==> config.mk <==
export PLATFORM = sky130hd
export DESIGN_NAME = seq_channel_timer_flat
export DESIGN_NICKNAME = d
export VERILOG_FILES = /design/src/rtl/timer_pkg.sv /design/src/rtl/seq_channel_timer_if.sv /design/src/rtl/level_to_cycles.sv /design/src/rtl/seq_channel_timer.sv /design/src/flat_wrapper.sv
export SDC_FILE = /design/constraint.sdc
export NUM_CORES = 1
export LEC_CHECK = 0
export CORE_MARGIN = 3
export CORE_UTILIZATION = 48
export DETAILED_ROUTE_END_ITERATION = 8
export PLACE_DENSITY = 0.67
export SLEW_MARGIN = 20
export SYNTH_ARGS = -nofsm -noshare
export SYNTH_HDL_FRONTEND = slang
export SYNTH_SLANG_ARGS = --single-unit
==> constraint.sdc <==
create_clock -name clk -period 19.33 [get_ports clk]
set_input_delay 3.866 -clock clk [delete_from_list [all_inputs] [get_ports clk]]
set_output_delay 3.866 -clock clk [all_outputs]
set_load 0.1 [all_outputs]
==> src/rtl/timer_pkg.sv <==
// timer_pkg: shared state encoding, default timing constants and level saturation helper
// for seq_channel_timer.
package timer_pkg;
    typedef enum logic [1:0] {IDLE, LOAD, RUN, DONE} state_t;
    localparam int DEF_VAL_MAX  = 15;
    localparam int DEF_CYC_FULL = 500_000;
    function automatic int sat_level(input int lvl, input int vmax);
        return lvl > vmax ? vmax : lvl;
    endfunction
endpackage

==> src/rtl/seq_channel_timer_if.sv <==
// seq_channel_timer_if: control/status bundle of seq_channel_timer.
// The pause input exists only when PAUSE_EN is defined.
interface seq_channel_timer_if #(
    parameter int N_CH  = 3,
    parameter int VAL_W = 5
);
    localparam int CH_W = N_CH > 1 ? $clog2(N_CH) : 1;
    logic                  start;
    logic                  abort;
    logic [N_CH*VAL_W-1:0] val;
`ifdef PAUSE_EN
    logic                  pause;
`endif
    logic [N_CH-1:0]       ch_on;
    logic [N_CH-1:0]       flag;
    logic [CH_W-1:0]       cur_ch;
    logic                  busy;
    logic                  done;
    modport master (
`ifdef PAUSE_EN
        output pause,
`endif
        output start, abort, val,
        input  ch_on, flag, cur_ch, busy, done
    );
    modport slave (
`ifdef PAUSE_EN
        input  pause,
`endif
        input  start, abort, val,
        output ch_on, flag, cur_ch, busy, done
    );
endinterface

==> src/rtl/level_to_cycles.sv <==
// level_to_cycles: saturates a level to VAL_MAX and scales it to CYC_FULL*lvl/VAL_MAX cycles,
// truncated, with the product held at CNT_W+VAL_W bits.
module level_to_cycles
    import timer_pkg::*;
#(
    parameter int VAL_W    = 5,
    parameter int VAL_MAX  = DEF_VAL_MAX,
    parameter int CYC_FULL = DEF_CYC_FULL,
    parameter int CNT_W    = 32
) (
    input  logic [VAL_W-1:0] lvl,
    output logic [CNT_W-1:0] cyc
);
    localparam int PW = CNT_W + VAL_W;
    logic [PW-1:0] prod;
    assign prod = PW'(CYC_FULL) * PW'(sat_level(32'(lvl), VAL_MAX));
    assign cyc  = CNT_W'(prod / PW'(VAL_MAX));
endmodule

==> src/rtl/seq_channel_timer.sv <==
// seq_channel_timer: latches one level per channel, then enables each motor channel in turn
// for its scaled on-time. Define PAUSE_EN to add the pause input that stalls RUN.
module seq_channel_timer
    import timer_pkg::*;
#(
    parameter int N_CH     = 3,
    parameter int VAL_W    = 5,
    parameter int VAL_MAX  = DEF_VAL_MAX,
    parameter int CYC_FULL = DEF_CYC_FULL,
    parameter int CNT_W    = 32
) (
    input logic clk,
    input logic rst,
    seq_channel_timer_if.slave bus
);
    localparam int CH_W = N_CH > 1 ? $clog2(N_CH) : 1;
    localparam logic [CH_W-1:0] LAST = CH_W'(N_CH - 1);
    state_t          state, nxt;
    logic [CH_W-1:0] ch;
    logic [CNT_W-1:0] cnt, cyc, t_cur;
    logic [CNT_W-1:0] tbl [N_CH];
    logic [N_CH-1:0] fin, sel;
    logic            stall, zero, fin_now, adv, to_done, run_on;

    level_to_cycles #(.VAL_W(VAL_W), .VAL_MAX(VAL_MAX), .CYC_FULL(CYC_FULL), .CNT_W(CNT_W)) u_l2c (
        .lvl(bus.val[int'(ch)*VAL_W +: VAL_W]),
        .cyc(cyc)
    );

`ifdef PAUSE_EN
    assign stall = bus.pause && state == RUN;
`else
    assign stall = 1'b0;
`endif
    assign t_cur   = tbl[ch];
    assign sel     = N_CH'(1) << ch;
    assign zero    = t_cur == '0;
    assign run_on  = state == RUN && !stall;
    assign fin_now = run_on && !zero && cnt == t_cur - CNT_W'(1);
    assign adv     = run_on && (zero || fin_now);
    // a skipped final channel folds into the DONE cycle, which already carries its flag
    assign to_done = ch == LAST || (int'(ch) == N_CH - 2 && tbl[N_CH-1] == '0);

    always_comb begin
        nxt = state;
        case (state)
            IDLE: nxt = bus.start ? LOAD : IDLE;
            LOAD: nxt = ch != LAST ? LOAD : (N_CH == 1 && cyc == '0) ? DONE : RUN;
            RUN:  nxt = !adv ? RUN : to_done ? DONE : RUN;
            DONE: nxt = IDLE;
        endcase
        if (bus.abort) nxt = IDLE;
    end

    always_ff @(posedge clk or posedge rst) begin
        if (rst) begin
            state <= IDLE;
            ch    <= '0;
            cnt   <= '0;
            fin   <= '0;
            for (int k = 0; k < N_CH; k++) tbl[k] <= '0;
        end else begin
            state <= nxt;
            ch    <= nxt == IDLE ? '0 :
                     state == LOAD ? (ch == LAST ? '0 : ch + CH_W'(1)) :
                     (adv && ch != LAST) ? ch + CH_W'(1) : ch;
            cnt   <= (state != RUN || adv) ? '0 : stall ? cnt : cnt + CNT_W'(1);
            fin   <= fin_now && !bus.abort ? sel : '0;
            for (int k = 0; k < N_CH; k++) if (state == LOAD && ch == CH_W'(k)) tbl[k] <= cyc;
        end
    end

    assign bus.ch_on  = sel & {N_CH{run_on && !zero}};
    assign bus.flag   = fin | (sel & {N_CH{run_on && zero}}) | (N_CH'(state == DONE) << LAST);
    assign bus.cur_ch = ch;
    assign bus.busy   = state != IDLE;
    assign bus.done   = state == DONE;
endmodule

==> src/flat_wrapper.sv <==
// flat-port wrapper written by rule: the top's interface ports become plain ports
module seq_channel_timer_flat import timer_pkg::*;
#(
    parameter int N_CH     = 3,
    parameter int VAL_W    = 5,
    parameter int VAL_MAX  = DEF_VAL_MAX,
    parameter int CYC_FULL = DEF_CYC_FULL,
    parameter int CNT_W    = 32
)
  (clk, rst, bus_start, bus_abort, bus_val, bus_ch_on, bus_flag, bus_cur_ch, bus_busy, bus_done);
  seq_channel_timer_if #(.N_CH(N_CH), .VAL_W(VAL_W)) bus_i ();
  input logic clk;
  input logic rst;
  input wire logic [$bits(bus_i.start)-1:0] bus_start;
  input wire logic [$bits(bus_i.abort)-1:0] bus_abort;
  input wire logic [$bits(bus_i.val)-1:0] bus_val;
  output wire logic [$bits(bus_i.ch_on)-1:0] bus_ch_on;
  output wire logic [$bits(bus_i.flag)-1:0] bus_flag;
  output wire logic [$bits(bus_i.cur_ch)-1:0] bus_cur_ch;
  output wire logic [$bits(bus_i.busy)-1:0] bus_busy;
  output wire logic [$bits(bus_i.done)-1:0] bus_done;
  assign bus_i.start = bus_start;
  assign bus_i.abort = bus_abort;
  assign bus_i.val = bus_val;
  assign bus_ch_on = bus_i.ch_on;
  assign bus_flag = bus_i.flag;
  assign bus_cur_ch = bus_i.cur_ch;
  assign bus_busy = bus_i.busy;
  assign bus_done = bus_i.done;
  seq_channel_timer #(.N_CH(N_CH), .VAL_W(VAL_W), .VAL_MAX(VAL_MAX), .CYC_FULL(CYC_FULL), .CNT_W(CNT_W)) u_core (.clk(clk), .rst(rst), .bus(bus_i));
endmodule
* Word-level counts from Yosys, hierarchy flattened *
Cells that the tools add are included.

word-level totals
  register bits after elaboration = 135
  latch bits = 0
  memory bits (writable) = 0
  ROM bits = 0
  input port bits = 19
  output and inout bits = 10
  logic and storage cells = 69
  memories = 0

operators by class
  $add $sub $neg = 3
  $mul = 2
  div/mod/pow operators = 1
  $lt $le $gt $ge = 2
  eq/ne operators = 9
  shift-type cells = 2
  multiplexer cells = 16
  bitwise operators = 5
  reduce and logical (&&, ||, !) cells = 22

operators by type and width
  kind                   number
  $mux 32                3
  $bmux 32 s2            1
  $logic_not 32->1       2
  $div 37x4->37 const B  1
  $add 32x1->32 const B  1
  $eq 32x32->1           1
  $shiftx 15x32->5       1
  $sub 32x1->32 const B  1
  $mul 14x5->19 const A  1
  $mux 2                 7
  $logic_and 1x1->1      10
  $eq 2x2->1 const B     4
  $pmux 2 s4             1
  $and 3x3->3            2
  $logic_not 2->1        3
  $or 3x3->3             2
  $gt 5x4->1 const B     1
  $mul 2x3->5 const B    1
  $mux 5                 1
  $eq 2x1->1 const B     2
  $ne 2x2->1 const B     2
  $ge 3x3->1 const B     1
  $logic_or 1x1->1       3
  $mux 3                 1
  other kinds (7)        9

* Depth between registers and ports, before layout *
  word-level depth = 15
  depth in mapped cells = 83
  gate-level depth less buffers = 73

* Cells and area by module *
From an unflattened synthesis, not the netlist that was laid out.

unflattened totals
  cells, all modules = 1,523
  area total of the unflattened synthesis = 13,510.5 µm²

by module, submodules not included
  module             instances  cells an instance  area an instance (µm²)
  seq_channel_timer  1          744                7,986.4
  level_to_cycles    1          779                5,524.0

* Least setup slack after synthesis *
No wires, ideal clock.

  kind = input port to flip-flop
  start = input bus_val[9]
  end = register u_core.tbl[0] (netlist bit)
  library setup time = 125 ps
  arrival = 22,427 ps
  data required time = 19,205 ps
  setup slack = -3,221 ps
  cell stages on the path = 69
  cell sequence = mux2_1 > mux2_2 > a211oi_1 > inv_1 > ha_1 > inv_1 > fa_1 > fa_1 > inv_1 > ha_1 > nor2_1 > nor2_1 > xor2_1 > o21ai_1 > a2111oi_2 > nand3_1 > a211oi_2 > o311ai_2 > [33 not listed] > nand3_1 > nor3_1 > or4_1 > or3_4 > o21a_1 > a2111oi_4 > nand3_2 > o211ai_1 > xor2_1 > or3_1 > or4_1 > o311a_1 > o21bai_1 > or3_4 > a221o_1 > or4_4 > a21o_1 > mux2_2

between the ends
  cells in the longest elaborated chain, start to end = 5

ends and longest elaborated chain
  item                  line                     source
  from (decl)           flat_wrapper.sv:16       input wire logic [$bits(bus_i.val)-1:0] bus_val;
  $shiftx 15x32->5 (*)  seq_channel_timer.sv:26  .lvl(bus.val[int'(ch)*VAL_W +: VAL_W]),
  $gt 5x4->1            timer_pkg.sv:8           return lvl > vmax ? vmax : lvl;
  $mux 5 (*)            timer_pkg.sv:8
  $mul 14x5->19 (*)     level_to_cycles.sv:16    assign prod = PW'(CYC_FULL) * PW'(sat_level(32'(lvl), VAL_MAX));
  $div 37x4->37 (*)     level_to_cycles.sv:17    assign cyc = CNT_W'(prod / PW'(VAL_MAX));
  to (decl)             seq_channel_timer.sv:21  logic [CNT_W-1:0] tbl [N_CH];

Every way passes the cells marked *; elsewhere a longest branch is shown, timed or not.
A chain may end at the register's enable or synchronous reset.

* Worst setup path in the final report *
  start = input bus_val[4]
  end = register u_core.tbl[32] (netlist bit)

Same word-level chain as after synthesis.

==> impl_metrics.tcl <==
set metrics [dict create \
    status "finished, violations left" \
    violations "setup timing" \
    hold_end "u_core.tbl[64]" \
    crit_path_start_kind "input port" \
    worstSetupEndpointType "flip-flop" \
    r2r-end "u_core.tbl[32]" \
    holdWs_ps 517 \
    avgSynthCellArea_sq_um 7.55 \
    slew-limit-headroom 0.342 \
    start_util 0.489 \
    grt_pass1_vias 15803 \
    cp_slowest_cell "or4_4" \
    port_buffers 28 \
    grt_max_degree 64 \
    die_w_um 172 \
    max_stage_delay_ps 550 \
    min-delay-start "u_core.tbl[64]" \
    finalCritPeriodShare 1.06 \
    drive_gt1_frac 0.388 \
    rows 60 \
    drv_slew 0 \
    final_hold_viol_count 0 \
    clk_pin_slew_ps 70 \
    setup_viol 9 \
    holdPathStages 1 \
    drv_cap 0 \
    rsz0062_at_grt "yes" \
    ys_types 125 \
    drcViolationCount 0 \
    globalRouteOverflowTotal 0 \
    ys_ff_latch 102 \
    nets 2394 \
    antenna_found_initial 0 \
    fmax_mhz 48.7 \
    min_period_ps 20550 \
    yosysMostFrequentCell "nor2_1" \
    worst_slew_pin_slew_ps 985 \
    num_vias 16117 \
    r2r_cells 71 \
    hold_class "reg -> reg" \
    hpwl_um 35300 \
    design_area_sq_um 19700 \
    drtIter0Drc 1242 \
    synth_seq_area_share 0.193 \
    arrival_ps 20790 \
    cts_hold_buf 0 \
    cts_buffers 9 \
    ys_warn_count 0 \
    fin_worst_skew_ps 8.66 \
    grt_pass1_wl_um 75800 \
    criticalPathCategory "in -> reg" \
    grt.total_usage 0.304 \
    cts.sinks 102 \
    antenna_cells 0 \
    dieArea_sq_um 29600 \
    synth_enable_flop_cells 0 \
    core_sq_um 27000 \
    synth_top_area_share 0.193 \
    insertion_delay_ps 350 \
    area_delta_synth_final_pct 49.2 \
    cts-htree-levels 3 \
    yosys-top-cells-count "nor2_1, nand2_1, a21oi_1, dfrtp_1, o21ai_0" \
    cts_tree "built" \
    yosysTopAreaCell "dfrtp_1" \
    placed_area_sq_um 18100 \
    dr.pass1.iters 5 \
    drt-vias-per-instance 6.00 \
    gp_congestion 0.954 \
    yosys-top-cells-area "dfrtp_1, nor2_1, a21oi_1" \
    r2r_start "u_core.bus.cur_ch[0]" \
    die-height_um 172 \
    synth_top_flop_cell "dfrtp_1" \
    required_ps 19560 \
    syn-cell-area_sq_um 13200 \
    ios 29 \
    setup_ws_ps -1220 \
    totalWireLength_um 46100 \
    wire_per_inst_um 17.2 \
    async_flop_share 1.00 \
    root_buffer "clkbuf_16" \
    reg2reg_setup_slack_ps 1750 \
    synth_cells 1751 \
    clock_path_buffers 2 \
    worst-path-max-fanout 6 \
    ant_nets 0 \
]
cell usage in the layout, fill, tap and decap left out, types with 11 or more instances in the layout:
cell | synthesis | routed
o211ai_1 | 24 | 24
or2_2 | 15 | 14
nand2b_1 | 12 | 12
a21o_1 | 21 | 20
nand4_1 | 32 | 32
nand3_2 | 4 | 12
ha_1 | 33 | 26
a211o_1 | 12 | 12
a21oi_1 | 136 | 123
nand3_1 | 73 | 65
dfrtp_1 | 102 | 100
xor2_1 | 56 | 53
a31oi_1 | 26 | 21
and3_1 | 31 | 26
inv_1 | 46 | 41
nor2_2 | 2 | 11
a31o_2 | 18 | 18
o21ai_0 | 81 | 70
nor2b_1 | 14 | 13
and2_1 | 23 | 22
nand2_1 | 148 | 137
buf_4 | 3 | 604
o31ai_1 | 19 | 13
mux2i_1 | 39 | 37
nor3_1 | 50 | 40
clkdlybuf4s50_1 | 0 | 20
a211oi_2 | 3 | 11
nor4_1 | 21 | 15
nor2_1 | 221 | 207
or3_1 | 20 | 17
xnor2_1 | 66 | 60
o22ai_1 | 32 | 32
buf_6 | 2 | 12
o21ai_1 | 10 | 14
how the worst max path moves through the flow:
| stage | cells after the start | from | slack (ps) | to |
|---|---|---|---|---|
| 2_1_floorplan | 70 | bus_val[4] | -1780 | u_core.tbl[0] |
| 3_3_place_gp | 74 | bus_val[4] | -1580 | u_core.tbl[0] |
| 3_5_place_dp | 74 | bus_val[4] | -1940 | u_core.tbl[0] |
| 4_1_cts | 72 | bus_val[4] | -690 | u_core.tbl[33] |
| 5_1_grt | 78 | bus_val[4] | -1770 | u_core.tbl[0] |
| 6_report | 72 | bus_val[4] | -1220 | u_core.tbl[32] |
cell type report:
cell class	count	area, sq um
multi-input cells	1532	11300
clock buffers	11	233
well taps	341	427
fillers	2124	7300
clock inverters	5	36.3
inverters	47	179
flip-flops and latches	102	2550
repair buffers	646	5010
stage by stage:
stage                      util  worst slack, ps  TNS (ps)  cells
after floorplan               -            -1780    -11940   1753
after global placement    0.670            -1580    -11180   2593
after detailed placement  0.670            -1940    -15020   2593
after CTS                 0.715             -689     -4080   2660
after global routing      0.730            -1770    -13000   2684
final                     0.730            -1220     -8000   2684
timing repair:
| item | CTS | global route |
|---|---|---|
| resized for setup | 130 | 51 |
| endpoints found under the hold margin | 0 | 0 |
| endpoints found under the setup margin | 9 | 12 |
| buffers inserted | 51 | 24 |
| pin swaps | 51 | 43 |
registers in the layout, indices dropped and copies added (netlist names):
register	flops
u_core.cnt	32
u_core.state	2
u_core.tbl	63
u_core.bus.cur_ch	2
u_core.fin	3
worst max-delay path, delay by kind of cell:
| kind | cells | cell delay, ps |
|---|---|---|
| AO/OA/AOI/OAI | 23 | 5300 |
| XOR/XNOR | 1 | 150 |
| adder cells (fa/ha/maj) | 6 | 1900 |
| buffers and inverters | 10 | 1290 |
| multiplexers | 4 | 1210 |
| AND/OR/NAND/NOR | 28 | 7080 |
layer usage:
layer / track usage / part of all wire
met1: 0.396 / 0.44
met2: 0.546 / 0.49
met5: 0 / 0
met4: 0.0795 / 0.024
met3: 0.0206 / 0.040
cell families after synthesis:
kind of cell / Yosys count / synth area share
and+or+nand+nor: 748 / 0.293
muxes: 55 / 0.0437
other: 1 / 0.000284
DFF: 102 / 0.193
buffers and inverters: 119 / 0.0368
adders and majority gates: 40 / 0.0396
xor gates and xnor gates: 124 / 0.0833
AOI/OAI and AO/OA: 562 / 0.310
Power is not shown: default switching activity piles up to over one toggle a cycle in this logic, so the estimate is an artifact.
